`src/rtl/sd_image_loader.sv`:
```
// ============================================================================
// Module   : sd_image_loader
// Sequences multi-sector SD reads and packs the byte stream into frame RAM pixels.
// Revision : 1.0
// ============================================================================
`default_nettype none

module sd_image_loader #(
   parameter int NUM_IMAGES       = 4,
   parameter int PIXELS_PER_IMAGE = 76800,
   parameter int PIXEL_BYTES      = 2,
   parameter int BASE_SECTOR      = 0,
   parameter int ADDR_W           = 17,
   parameter int TIMEOUT_CYCLES   = 1000000,
   parameter int IDX_W            = (NUM_IMAGES > 1) ? $clog2(NUM_IMAGES) : 1
)(
   input  logic                     clk,
   input  logic                     rst_n,
   input  logic                     load_req,
   input  logic [IDX_W-1:0]         img_idx,
   input  logic                     abort,
   output logic                     sd_start_read,
   output logic [31:0]              sd_sector_addr,
   input  logic [7:0]               sd_data_in,
   input  logic                     sd_data_valid,
   output logic                     ram_we,
   output logic [ADDR_W-1:0]        ram_addr,
   output logic [8*PIXEL_BYTES-1:0] ram_wdata,
   output logic                     busy,
   output logic                     done,
   output logic                     error,
   output logic [IDX_W-1:0]         active_img
);

   localparam int SECTORS_PER_IMAGE = (PIXELS_PER_IMAGE * PIXEL_BYTES + 511) / 512;
   localparam int LANE_W = (PIXEL_BYTES > 1) ? $clog2(PIXEL_BYTES) : 1;
   localparam int PCNT_W = ADDR_W + 1;
   localparam int DATA_W = 8 * PIXEL_BYTES;

   typedef enum logic [2:0] {
      S_IDLE, S_START, S_RECV, S_NEXT, S_DONE, S_ERR
   } state_t;

   state_t              state, state_nx;
   logic [IDX_W-1:0]    idx_q;
   logic [31:0]         sector_cnt;
   logic [31:0]         tcnt;
   logic [8:0]          byte_cnt;
   logic [PCNT_W-1:0]   pix_cnt;
   logic [LANE_W-1:0]   lane;
   logic [DATA_W-1:0]   pix_q;
   logic [DATA_W-1:0]   pix_merged;
   logic                idx_ok;
   logic                accept_byte;
   logic                last_lane;
   logic                pix_room;
   logic                last_sector;

   assign idx_ok      = 32'(img_idx) < 32'(NUM_IMAGES);
   assign accept_byte = (state == S_RECV) && sd_data_valid && !abort;
   assign last_lane   = lane == LANE_W'(PIXEL_BYTES - 1);
   assign pix_room    = pix_cnt < PCNT_W'(PIXELS_PER_IMAGE);
   assign last_sector = sector_cnt == 32'(SECTORS_PER_IMAGE - 1);

   // Incoming byte merged into its lane of the partially assembled pixel.
   always_comb begin
      pix_merged = pix_q;
      pix_merged[int'(lane) * 8 +: 8] = sd_data_in;
   end

   always_ff @(posedge clk or negedge rst_n) begin
      if (!rst_n) state <= S_IDLE;
      else        state <= state_nx;
   end

   always_comb begin
      state_nx      = state;
      sd_start_read = 1'b0;
      done          = 1'b0;
      error         = 1'b0;
      busy          = (state != S_IDLE);
      case (state)
         S_IDLE: begin
            if (load_req) state_nx = idx_ok ? S_START : S_ERR;
         end
         S_START: begin
            sd_start_read = 1'b1;
            state_nx      = abort ? S_ERR : S_RECV;
         end
         S_RECV: begin
            if (abort)
               state_nx = S_ERR;
            else if (sd_data_valid && byte_cnt == 9'd511)
               state_nx = last_sector ? S_DONE : S_NEXT;
            else if (!sd_data_valid && tcnt == 32'(TIMEOUT_CYCLES - 1))
               state_nx = S_ERR;
         end
         S_NEXT: begin
            state_nx = abort ? S_ERR : S_START;
         end
         S_DONE: begin
            done     = 1'b1;
            state_nx = S_IDLE;
         end
         S_ERR: begin
            error    = 1'b1;
            state_nx = S_IDLE;
         end
         default: state_nx = S_IDLE;
      endcase
   end

   always_ff @(posedge clk or negedge rst_n) begin
      if (!rst_n) begin
         idx_q          <= '0;
         sector_cnt     <= '0;
         tcnt           <= '0;
         byte_cnt       <= '0;
         pix_cnt        <= '0;
         lane           <= '0;
         pix_q          <= '0;
         sd_sector_addr <= '0;
         ram_we         <= 1'b0;
         ram_addr       <= '0;
         ram_wdata      <= '0;
         active_img     <= '0;
      end else begin
         ram_we <= 1'b0;
         case (state)
            S_IDLE: begin
               if (load_req && idx_ok) begin
                  idx_q          <= img_idx;
                  sector_cnt     <= '0;
                  byte_cnt       <= '0;
                  pix_cnt        <= '0;
                  lane           <= '0;
                  pix_q          <= '0;
                  sd_sector_addr <= 32'(BASE_SECTOR) + 32'(img_idx) * 32'(SECTORS_PER_IMAGE);
               end
            end
            S_START: tcnt <= '0;
            S_RECV: begin
               if (accept_byte) begin
                  tcnt     <= '0;
                  byte_cnt <= byte_cnt + 9'd1;
                  // Padding bytes past the last pixel are consumed without touching lanes.
                  if (pix_room) begin
                     if (last_lane) begin
                        ram_we    <= 1'b1;
                        ram_addr  <= pix_cnt[ADDR_W-1:0];
                        ram_wdata <= pix_merged;
                        pix_cnt   <= pix_cnt + PCNT_W'(1);
                        lane      <= '0;
                     end else begin
                        pix_q <= pix_merged;
                        lane  <= lane + LANE_W'(1);
                     end
                  end
               end else if (!sd_data_valid) begin
                  tcnt <= tcnt + 32'd1;
               end
            end
            S_NEXT: begin
               sector_cnt     <= sector_cnt + 32'd1;
               byte_cnt       <= '0;
               sd_sector_addr <= sd_sector_addr + 32'd1;
            end
            S_DONE: active_img <= idx_q;
            default: ;
         endcase
      end
   end

endmodule

`default_nettype wire

```
`config.mk`:
```
export PLATFORM = sky130hd
export DESIGN_NAME = sd_image_loader
export DESIGN_NICKNAME = d
export VERILOG_FILES = /design/src/rtl/sd_image_loader.sv
export SDC_FILE = /design/constraint.sdc
export NUM_CORES = 1
export LEC_CHECK = 0
export CAP_MARGIN = 20
export CORE_ASPECT_RATIO = 1.4
export CORE_MARGIN = 4
export CORE_UTILIZATION = 28
export DETAILED_ROUTE_END_ITERATION = 8
export DONT_BUFFER_PORTS = 1
export PLACE_DENSITY = 0.39
export SYNTH_ARGS = -nofsm -noshare
export SYNTH_HDL_FRONTEND = slang
export SYNTH_SLANG_ARGS = --single-unit
```
`constraint.sdc`:
```
create_clock -name clk -period 3.65 [get_ports clk]
set_clock_uncertainty 0.05 [all_clocks]
set_input_delay 0.1825 -clock clk [delete_from_list [all_inputs] [get_ports clk]]
set_output_delay 0.1825 -clock clk [all_outputs]
set_load 0.03 [all_outputs]
```
After elaboration in Yosys (flattened, before gate mapping) --
Index checks and enable logic that the tools add are counted.
Operators by class: $mul 1, reduce and logical (&&, ||, !) cells 21, mux-type cells 41, $add $sub $neg 7, bitwise gates (word level) 0, equality and inequality tests 15, divide/modulo/power cells 0, shift-type cells 2, $lt $le $gt $ge 1
Operators by type and width (count):
- 32-bit one-hot mux with 2 select lines | 3
- 32-bit two-way mux | 4
- 32-bit by 1-bit adder with 32-bit output (second input constant) | 3
- 18-bit two-way mux | 4
- 16-bit two-way mux | 4
- 18-bit one-hot mux with 2 select lines | 1
- 4-bit negation with 33-bit output | 1
- 8-bit by 33-bit variable shift with 16-bit output (first input constant) | 1
- 8-bit by 33-bit variable part select with 16-bit output | 1
- 32-bit by 20-bit == test with 1-bit output (second input constant) | 1
- 32-bit by 9-bit == test with 1-bit output (second input constant) | 1
- 16-bit one-hot mux with 2 select lines | 1
- 9-bit one-hot mux with 3 select lines | 1
- 3-bit two-way mux | 7
- 18-bit by 1-bit adder with 18-bit output (second input constant) | 1
- 18-bit by 17-bit less-than comparator with 1-bit output (second input constant) | 1
- 9-bit two-way mux | 2
- 16-bit bitwise mux | 1
- 3-bit one-hot mux with 4 select lines | 1
- 1-bit two-way mux | 11
- 2-bit != test (second input constant) | 5
- 5-bit AND reduction | 2
- 9-bit by 1-bit adder with 9-bit output (second input constant) | 1
- 9-bit == test (second input constant) | 1
- 16 further kinds | 29
Storage, ports and cells: bits in writable memories 0, memories 0, bits in read-only memories 0, latch bits 0, register bits 181, word-level logic and storage cells 101

Longest topological paths before layout --
depth after elaboration 7, mapped depth 8

Worst setup path after synthesis --
OpenSTA, ideal clock, no wires.
path kind register -> register, start point reg sd_sector_addr[5], end point reg sd_sector_addr[29], arrival time 2.129 ns, stages on the path, launching flop included 9, path slack 1.405 ns, path through dfrtp_1 > clkbuf_1 > and4_1 > clkbuf_1 > and3b_1 > clkbuf_1 > nand4_1 > or3_1 > nand2_1
Between the ends: longest elaborated chain between the ends 2
Ends and longest elaborated chain:
- start, declared | RTL line 23 | output logic [31:0] sd_sector_addr,
- start signal, assigned | RTL line 138 | sd_sector_addr <= 32'(BASE_SECTOR) + 32'(img_idx) * 32'(SECTORS_PER_IMAGE);
- start signal, assigned | RTL line 166 | sd_sector_addr <= sd_sector_addr + 32'd1;
- 32-bit by 1-bit adder with 32-bit output | RTL line 166
- 32-bit one-hot mux with 2 select lines | RTL line 129 | case (state)
No other way between the ends. A chain may end at the register's enable or synchronous reset.

Worst setup path after layout --
start point reg tcnt[0], end point reg state[1]
Between the ends: longest elaborated chain between the ends 4
Ends and longest elaborated chain:
- start, declared | RTL line 47 | logic [31:0] tcnt;
- start signal, assigned | RTL line 160 | tcnt <= tcnt + 32'd1;
- 32-bit by 20-bit == test with 1-bit output | RTL line 95 | else if (!sd_data_valid && tcnt == 32'(TIMEOUT_CYCLES - 1))
- 1-bit logical AND | RTL line 95
- 4-bit by 2-bit != test with 1-bit output (no line)
- 2-bit AND reduction (no line)
- end signal, assigned | RTL line 73 | else state <= state_nx;
- end, declared | RTL line 44 | state_t state, state_nx;
No other way between the ends.

==> impl_metrics.py <==
metrics = {
    "timing": {
        "period_needed_ps": 2737,
        "grt_setup_unrepaired": "false",
        "max_freq_ghz": 0.3653,
        "tightest_slew_ps": 865.7,
        "post-route-period-util": 0.7499,
        "setup_ws_ps": 912.7,
        "final_max_slew_viol_count": 0,
        "max_slew_margin": 0.4202,
        "tns_ps": 0,
        "hold_violations": 173,
        "final-setup-viol-count": 0,
        "worst_hold_slack_ps": -620.0,
    },
    "power_and_ir_drop": {
        "seqPwrFrac": 0.461,
        "vdd_drop_max_mv": 0.3079,
        "p_leak_uw": 0.004176,
        "total_power_uw": 5447,
        "clkPwrFrac": 0.346,
        "power_frac_comb": 0.193,
        "pwr_density_cell_nw_per_um2": 561.8,
        "p_int_uw": 3465,
        "switching_power_uw": 1981,
        "switching_share": 0.3637,
    },
    "job": {
        "maxCapViolations": 0,
    },
    "synth": {
        "synth-seq-cells": 173,
        "ys_seq_area_frac": 0.5074,
        "synth_cell_types": 66,
        "synth_top_area_frac": 0.5074,
        "async_flop_share": 1.000,
        "yosys-top-cells-area": "dfrtp_1 51%, nand2_1 8.3%, o21ai_0 4.2%, mux2i_1 3.5%, nand3_1 3.2%",
        "synth_edf_count": 0,
        "synth_nets": 947,
        "syn_inst": 923,
        "yosysTopAreaCell": "dfrtp_1",
        "ys_warn_count": 0,
        "ys.flop_type": "dfrtp_1",
        "syn_avg_cell_area_um2": 9.244,
        "syn_area_um2": 8532,
    },
    "clock_network": {
        "clockBufferDepth": 2,
        "root_buffer": "clkbuf_16",
        "cts_buffers": 17,
        "cts_hold_buffers": 14,
        "cts_tree": "built",
        "cts_resized": 0,
        "h-tree-depth": 4,
        "clkTransAtPathRegs_ps": 70,
        "clk_latency_ps": 450,
        "cts_sinks": 173,
        "post_cts_buffers": 0,
    },
    "global_route": {
        "antenna_found_initial": 1,
        "grt_max_degree": 174,
        "grt_pass1_vias": 6813,
        "grt_overflow_total": 0,
        "grt_usage": 0.1412,
        "grt_pass1_wl_mm": 38.09,
    },
    "outcome": {
        "status": "finished with violations",
        "violations": "hold timing",
    },
    "finish": {
        "diodes": 0,
        "layout-drive-gt1-share": 0.06823,
        "syn_to_final_growth_pct": 13.62,
        "layout_commonest_cell": "nand2_1",
        "multi_input_area_um2": 3950,
        "mostFrequentLayoutCells": "189 x nand2_1, 173 x dfrtp_1, 72 x o21ai_0",
        "stdcell_count": 1323,
        "nets": 950,
        "final-seq-area_um2": 4329,
        "fillers": 3162,
    },
    "routing": {
        "vias_per_cell": 5.132,
        "routedWlPerCell_um": 17.36,
        "detail_route.wirelength_mm": 22.96,
        "antenna_left": 0,
        "dr_total_vias": 6789,
        "drc": 0,
        "drtIter0Drc": 457,
        "dr.pass1.iters": 4,
    },
    "setup_path": {
        "cp_top_family": "simple AND/OR/NAND/NOR gates",
        "criticalPathCategory": "reg -> reg",
        "crit_slowest_cell": "nor4b_1",
        "crit_cells": 7,
        "timing.critical_path.to_type": "flop",
        "crit_arrival_ps": 3020,
        "cp_slowest_stage_delay_ps": 650,
        "r2r.worst_path.cells": 7,
        "cp-start-kind": "flop",
        "cp_data_required_time_ps": 3930,
        "path_buf_inv": 1,
        "worstPathMaxFanout": 5,
        "worstPathCellList": "ha_1 -> nand3_1 -> nor2_1 -> nor4b_1 -> a311oi_1 -> o21ba_2 -> dlygate4sd3_1",
    },
    "place": {
        "numPortBuffers": 0,
        "hpwl_mm": 15.25,
        "gp_congestion": 0.7171,
        "dp.cells": 1278,
        "post-place-ws_ps": 961.3,
    },
    "die": {
        "dieWidth_um": 155.5,
        "io_pins": 87,
        "start_util": 0.2841,
        "die_area_um2": 33370,
        "chipHeight_um": 214.5,
        "rows": 75,
        "coreArea_um2": 30030,
    },
    "hold_path": {
        "hold_class": "in -> async",
    },
}
==> layout make-up <==
type                            count  share of cell area
Tap cell                          385             0.04969
Inverter                           23            0.008906
Sequential cell                   173              0.4466
Timing Repair Buffer               29             0.02607
Multi-Input combinational cell    682              0.4075
Clock buffer                       19             0.04569
Clock inverter                     12             0.01562
==> power groups by stage <==
| stage | clock, uW | combinational (uW) | sequential [uW] |
|---|---|---|---|
| floorplan | 0 | 790 | 2440 |
| global placement | 0 | 1060 | 2560 |
| finish | 1880 | 1050 | 2510 |
| detailed placement | 0 | 1060 | 2560 |
| global route | 2030 | 1190 | 2550 |
| CTS | 1970 | 1080 | 2520 |
==> flip-flops by register name, indices dropped and copies added, names as in the netlist <==
| register | flops |
|---|---|
| active_img | 2 |
| byte_cnt | 9 |
| idx_q | 2 |
| lane | 1 |
| pix_cnt | 18 |
| pix_q | 8 |
| ram_addr | 17 |
| ram_wdata | 16 |
| ram_we | 1 |
| sd_sector_addr | 32 |
| sector_cnt | 32 |
| state | 3 |
| tcnt | 32 |
==> routing by layer <==
metal / up-vias / global-route usage / wire length [um]
met5: - / 0 / 0
li1: 3377 / - / -
met3: 17 / 0.03412 / 918
met1: 3297 / 0.1831 / 10510
met4: 0 / 0.04380 / 317
met2: 98 / 0.2322 / 11220
==> cells in the mapped netlist, types with 4 or more instances <==
master	count
a311oi_1	4
and4_1	7
a21o_1	5
nor3_1	12
or3_1	17
nor2_1	43
o31ai_1	34
o21ai_0	72
nand3b_1	4
nand2_1	189
nand4_1	32
nand3_1	55
clkbuf_1	37
mux2i_1	30
nand2b_1	4
dfrtp_1	173
buf_2	5
a31oi_1	10
o41ai_1	4
mux2_2	4
inv_1	22
or4_1	17
ha_1	9
nor4_1	12
o21a_1	4
o211ai_1	14
nor4b_1	4
and2_1	7
and3_1	13
a21oi_1	27
==> stage by stage <==
stage / instance area (um^2) / util
finish: 9694 / 0.3228
global route: 9694 / 0.3228
CTS: 9694 / 0.3228
detailed placement: 8960 / 0.2984
global placement: 8960 / 0.2984
floorplan: 8532 / -
==> final timing paths <==
| kind | start | end | slack (ps) |
|---|---|---|---|
| max reg2reg | tcnt[0] | state[1] | 910 |
| min | rst_n | tcnt[18] | -620 |
| min in group clk | load_req | state[0] | 40 |
| max | tcnt[0] | state[1] | 910 |
| min reg2reg | pix_q[5] | ram_wdata[5] | 420 |
| max in group asynchronous | rst_n | sd_sector_addr[9] | 3800 |
==> cells by family (layout without fill, tap and decap cells) <==
family / after synthesis / after routing / share of synthesized area
adder cells (fa/ha/maj): 9 / 9 / 0.01320
multiplexers: 34 / 34 / 0.04048
AO/OA/AOI/OAI: 198 / 198 / 0.1484
buffers and inverters: 68 / 83 / 0.03079
XOR/XNOR: 4 / 4 / 0.004107
flip-flops: 173 / 173 / 0.5074
AND/OR/NAND/NOR: 437 / 437 / 0.2556
Power figures use the tool's default switching activity.
